File: config.mk
export PLATFORM = sky130hd
export DESIGN_NAME = piso_shifter
export DESIGN_NICKNAME = d
export VERILOG_FILES = /design/src/rtl/piso_shifter.sv
export SDC_FILE = /design/constraint.sdc
export NUM_CORES = 1
export LEC_CHECK = 0
export ABC_AREA = 1
export BUFFER_PORTS_ARGS = -buffer_cell sky130_fd_sc_hd__buf_4
export CAP_MARGIN = 25
export CORE_AREA = 8 8 45 47
export CTS_CLUSTER_DIAMETER = 50
export DETAILED_ROUTE_END_ITERATION = 7
export DIE_AREA = 0 0 53 55
export GPL_TIMING_DRIVEN = 0
export HOLD_SLACK_MARGIN = 0.12
export PLACE_DENSITY = 0.75
export SYNTH_ARGS = -nofsm -noshare
export SYNTH_HDL_FRONTEND = slang
export SYNTH_SLANG_ARGS = --single-unit
File: constraint.sdc
create_clock -name c -period 1.7 [get_ports c]
set_clock_uncertainty 0.15 [all_clocks]
set_input_delay 0.085 -clock c [delete_from_list [all_inputs] [get_ports c]]
set_output_delay 0.085 -clock c [all_outputs]
set_load 0.05 [all_outputs]
File: src/rtl/piso_shifter.sv
// Parallel-in serial-out shifter with a load/busy/done handshake.
// A frame is WIDTH busy cycles followed by one done cycle, sent MSB-first or LSB-first.
module piso_shifter #(
  parameter int WIDTH = 4
) (
  input  logic             c,
  input  logic             clear,
  input  logic             load,
  input  logic [WIDTH-1:0] din,
  input  logic             dir,
  output logic             sout,
  output logic             busy,
  output logic             done,
  output logic [WIDTH-1:0] Q
);

  localparam int CNT_W = (WIDTH > 1) ? $clog2(WIDTH) : 1;
  localparam logic [CNT_W-1:0] LAST = CNT_W'(WIDTH - 1);

  typedef enum logic [1:0] {
    IDLE  = 2'd0,
    SHIFT = 2'd1,
    DONE  = 2'd2
  } state_t;

  state_t           state, state_n;
  logic [WIDTH-1:0] q_n;
  logic [CNT_W-1:0] cnt, cnt_n;
  logic             dirr, dirr_n;

  always_ff @(posedge c or negedge clear) begin
    if (!clear) begin
      state <= IDLE;
      Q     <= '0;
      cnt   <= '0;
      dirr  <= 1'b0;
    end else begin
      state <= state_n;
      Q     <= q_n;
      cnt   <= cnt_n;
      dirr  <= dirr_n;
    end
  end

  always_comb begin
    state_n = state;
    q_n     = Q;
    cnt_n   = cnt;
    dirr_n  = dirr;
    case (state)
      SHIFT: begin
        // Zero fill means Q is empty once the last bit has left.
        q_n = dirr ? (Q >> 1) : (Q << 1);
        if (cnt == '0) begin
          state_n = DONE;
        end else begin
          cnt_n = cnt - 1'b1;
        end
      end
      IDLE, DONE: begin
        // DONE accepts a new frame just like IDLE, giving WIDTH+1 spacing.
        if (load) begin
          state_n = SHIFT;
          q_n     = din;
          dirr_n  = dir;
          cnt_n   = LAST;
        end else begin
          state_n = IDLE;
        end
      end
      default: state_n = IDLE;
    endcase
  end

  assign busy = (state == SHIFT);
  assign done = (state == DONE);
  assign sout = busy & (dirr ? Q[0] : Q[WIDTH-1]);

endmodule

# Yosys cells after proc, flatten, opt, wreduce, memory -nomap -nowiden
# Index checks and enable logic that the tools add are counted.
[classes] add_sub_neg=1 n_eq_ne=5 n_mux=10 bitwise_logic=1 reduce_logical=7
[ops] op="4-bit 2-to-1 mux" count=2
[ops] op="2-bit one-hot mux with 2 select lines" count=2
[ops] op="4-bit one-hot mux with 2 select lines" count=1
[ops] op="2-bit 2-to-1 mux" count=3
[ops] op="2-bit logical NOT" count=2
[ops] op="2-bit inequality test, second input constant" count=2
[ops] op="2-bit AND reduction" count=2
[ops] op="3-bit AND reduction" count=1
[ops] op="2-bit by 1-bit equality test with 1-bit output, second input constant" count=1
[ops] op="2-bit equality test, second input constant" count=1
[ops] op="1-bit 2-to-1 mux" count=2
[ops] op="2-bit by 1-bit inequality test with 1-bit output, second input constant" count=1
[ops] op="2-bit nonzero test" count=1
[ops] op="2-bit OR reduction" count=1
[ops] op="2-bit by 1-bit subtractor with 2-bit output, second input constant" count=1
[ops] op="1-bit AND" count=1
[totals] register_bits=9 input_bits=8 elab_cells=28

# Logic depth before layout (Yosys ltp)
[depth] ltp_word=4 depth_mapped=6 mapped_depth_nobuf=6

# Least setup slack after synthesis
# OpenSTA, ideal clock, no wires.
[synth_path] path_kind="register -> output" from="register state[1]" to="output port sout" arrival_time_ns=1.808 slack_ns=-0.343 path_stages_with_launch=6 path_buffers=0 path_cell_list="dfrtp_1 -> inv_1 -> nand2_4 -> inv_1 -> o21ai_0 -> a21oi_1"
[synth_via] elab_chain_len=2
[synth_rtl] item="start, declared" line="26" source="state_t state, state_n;"
[synth_rtl] item="start signal, assigned" line="38" source="state <= state_n;"
[synth_rtl] item="2-bit by 1-bit equality test with 1-bit output" line="75" source="assign busy = (state == SHIFT);"
[synth_rtl] item="named net busy" line="12" source="output logic busy,"
[synth_rtl] item="1-bit AND" line="77" source="assign sout = busy & (dirr ? Q[0] : Q[WIDTH-1]);"
[synth_rtl] item="end, declared" line="11" source="output logic sout,"
# The timed path passes the listed nets, and every way through them passes these cells.

# Final worst setup path
[layout_path] from="register state[0]" to="register dirr"
[layout_via] elab_chain_len=3
[layout_rtl] item="2-bit equality test / 2-bit logical NOT (equally long branches)" line="50" source="case (state)"
[layout_rtl] item="2-bit OR reduction (*)" line="50"
[layout_rtl] item="2-bit AND reduction (no source line) (*)"
[layout_rtl] item="end signal, assigned" line="41" source="dirr <= dirr_n;"
[layout_rtl] item="end, declared" line="29" source="logic dirr, dirr_n;"
# Every way passes the cells marked *; elsewhere a longest branch is shown, timed or not.
# A chain may end at the register's enable or synchronous reset.

==> results.json <==
{
  "synth_nets": 72,
  "grt_max_degree": 11,
  "avgSynthCellArea_um2": 8.421,
  "grt_remaining_overflow": 0,
  "power_density_mw_per_mm2": 2263,
  "tightest_slew_ns": 0.4171,
  "clkTransAtPathRegs_ns": 0.06,
  "synth_largest_area_cell": "dfrtp_1",
  "ctsRootBufferMaster": "clkbuf_4",
  "finalSetupViolCount": 0,
  "fill_cells": 124,
  "drv_slew": 0,
  "peakVddDrop_v": 0.001260,
  "relSlewSlack_pct": 72.10,
  "synth_cell_types": 17,
  "fp-row-count": 14,
  "drt-vias-per-instance": 4.745,
  "seq_area_frac_synth_pct": 42.45,
  "cp.required_ns": 1.70,
  "layout_min_cycle_time_ns": 1.628,
  "drive_gt1_share_pct": 35.56,
  "clk_latency_ns": 0.26,
  "ys_top_cells_by_area": "dfrtp_1 42%, nand2_1 9.9%, inv_1 7.1%",
  "dp_hpwl_um": 860.7,
  "start_util_pct": 38.34,
  "routed_wirelength_mm": 1.182,
  "rsz0062_at_grt": "false",
  "antennaDiodeCount": 0,
  "fin_ws_ns": 0.07176,
  "period_share_pct": 95.78,
  "pre_cts_ws_ns": 0.3649,
  "multi_input_area_um2": 259.0,
  "synthCells": 63,
  "crit_type": "reg2reg",
  "antenna_found_initial": 0,
  "syn2layout_area_growth_pct": 48.35,
  "ys_ff_latch": 9,
  "status": "completed",
  "whs_ns": 0.3230,
  "cap_viol_max_count": 0,
  "yosysWarnings": 0,
  "layout.nets": 100,
  "synth_top_area_share_pct": 42.45,
  "portBuffers": 14,
  "reg2reg_setup_slack_ns": 0.07,
  "vias": 503,
  "drt-pass1-iter-count": 4,
  "end_kind": "flop",
  "regArea_um2": 225.2,
  "fmax_mhz": 614.2,
  "p_leak_nw": 0.3933,
  "ios": 15,
  "cts_max_level": 1,
  "gp_congestion": 0.7623,
  "die_y_um": 55,
  "startpoint_type": "flop",
  "fp.dieW_um": 53,
  "grt_first_pass_wirelength_mm": 2.021,
  "antenna_left": 0,
  "cts_buffers": 3,
  "grt_usage_pct": 9.246,
  "hp-class": "reg2reg",
  "routedWlPerCell_um": 11.15,
  "dieArea_mm2": 0.002915,
  "first_global_vias": 489,
  "cts_sinks": 9,
  "drc": 0,
  "drtIter0Drc": 19,
  "coreArea_mm2": 0.001384,
  "arrival_ns": 1.62,
  "cts_max_path_buffers": 2,
  "synth_area_um2": 530.5,
  "fin_setup_tns_ns": 0,
  "cts_tree": "yes",
  "crit_fanout": 10,
  "hold_violations": 0
}
==> path summary, 6_finish.rpt <==
| kind | start | to | cells after the start |
|---|---|---|---|
| worst max-delay path | state[0]$_DFFE_PN0P_ | dirr$_DFFE_PN0P_ | 6 |
| worst min-delay path | cnt[1]$_DFFE_PN0P_ | cnt[1]$_DFFE_PN0P_ | 2 |
| worst max register to register | state[0]$_DFFE_PN0P_ | dirr$_DFFE_PN0P_ | 6 |
| worst min register to register | cnt[1]$_DFFE_PN0P_ | cnt[1]$_DFFE_PN0P_ | 2 |
| max in group asynchronous | clear | cnt[0]$_DFFE_PN0P_ | 3 |
| min in group asynchronous | clear | Q[0]$_DFFE_PN0P_ | 3 |
==> where the power goes <==
group	total (W)	switching (W)	internal (W)
clock	0.000165	0.0000750	0.0000905
combinational	0.00118	0.000773	0.000411
sequential	0.000432	0.000105	0.000326
total	0.00178	0.000953	0.000828
==> cell usage after synthesis <==
library cell / count
nand2_4: 2
dfrtp_1: 9
o21ai_0: 1
nor2_1: 3
nand2_1: 14
ha_1: 1
inv_1: 10
nand2_2: 1
inv_6: 1
a21oi_1: 2
buf_6: 1
nor2_2: 3
nand3_1: 4
nand2_8: 1
o21ai_1: 5
o21ai_2: 2
a21oi_2: 3
==> final cells by class <==
| type | count | area share (%) |
|---|---|---|
| Inverter | 11 | 5.882 |
| Buffer | 1 | 1.431 |
| Tap cell | 16 | 2.544 |
| Sequential cell | 9 | 28.62 |
| Timing Repair Buffer | 23 | 25.28 |
| Clock buffer | 4 | 3.339 |
| Multi-Input combinational cell | 42 | 32.91 |
==> metal layers <==
layer	GRT usage (%)	routed length (um)	vias to the layer above
li1	-	-	253
met1	10.70	469	231
met2	14.26	594	16
met3	2.941	93	3
met4	6.466	25	0
met5	0	0	-
==> flip-flops by register name (all words and copies together) (netlist names) <==
name   count
cnt        2
state      2
Q          4
dirr       1
==> cell families (layout without fill, tap and decap cells) <==
kind of cell               count (synthesis)  in the layout  share of synthesized area (%)
and+or+nand+nor                           28             28                          28.54
AOI/OAI and AO/OA                         13             13                          15.80
buffers and inverters                     12             39                          10.85
DFF                                        9              9                          42.45
adders and majority gates                  1              1                          2.358
==> stage by stage <==
step           util [%]  power [W]  cell area [um^2]  instances
2_1_floorplan         -   0.001320             541.8         63
3_3_place_gp      48.19   0.001561             666.9         93
3_5_place_dp      48.19   0.001592             666.9         93
4_1_cts           56.60   0.001787             783.3        106
5_1_grt           56.87   0.001934             787.0        106
6_report          56.87   0.001781             787.0        106
==> layout by cell type, fill, tap and decap left out <==
master	n
dfrtp_1	9
dlygate4sd3_1	9
inv_6	1
buf_6	2
clkbuf_4	3
a21oi_1	1
ha_1	1
a21oi_4	1
nand3_1	4
inv_1	10
nand2_8	1
o21ai_1	6
buf_4	13
a21oi_2	3
o21ai_2	2
nand2_4	2
nand2_1	14
nor2_2	3
clkbuf_1	1
nor2_1	3
nand2_2	1
==> what timing repair did <==
item	in CTS	in global routing
setup buffers	0	0
resized for setup	0	2
hold buffers	9	0
hold endpoints to repair	17	0
endpoints found under the setup margin	0	1
==> critical path, stage by stage, from the launching register on <==
cell	delay (ns)
dfrtp_1	0.41
buf_6	0.16
inv_6	0.07
nand2_8	0.06
nor2_1	0.08
dlygate4sd3_1	0.55
a21oi_1	0.04
(Power assumes the default switching activity.)
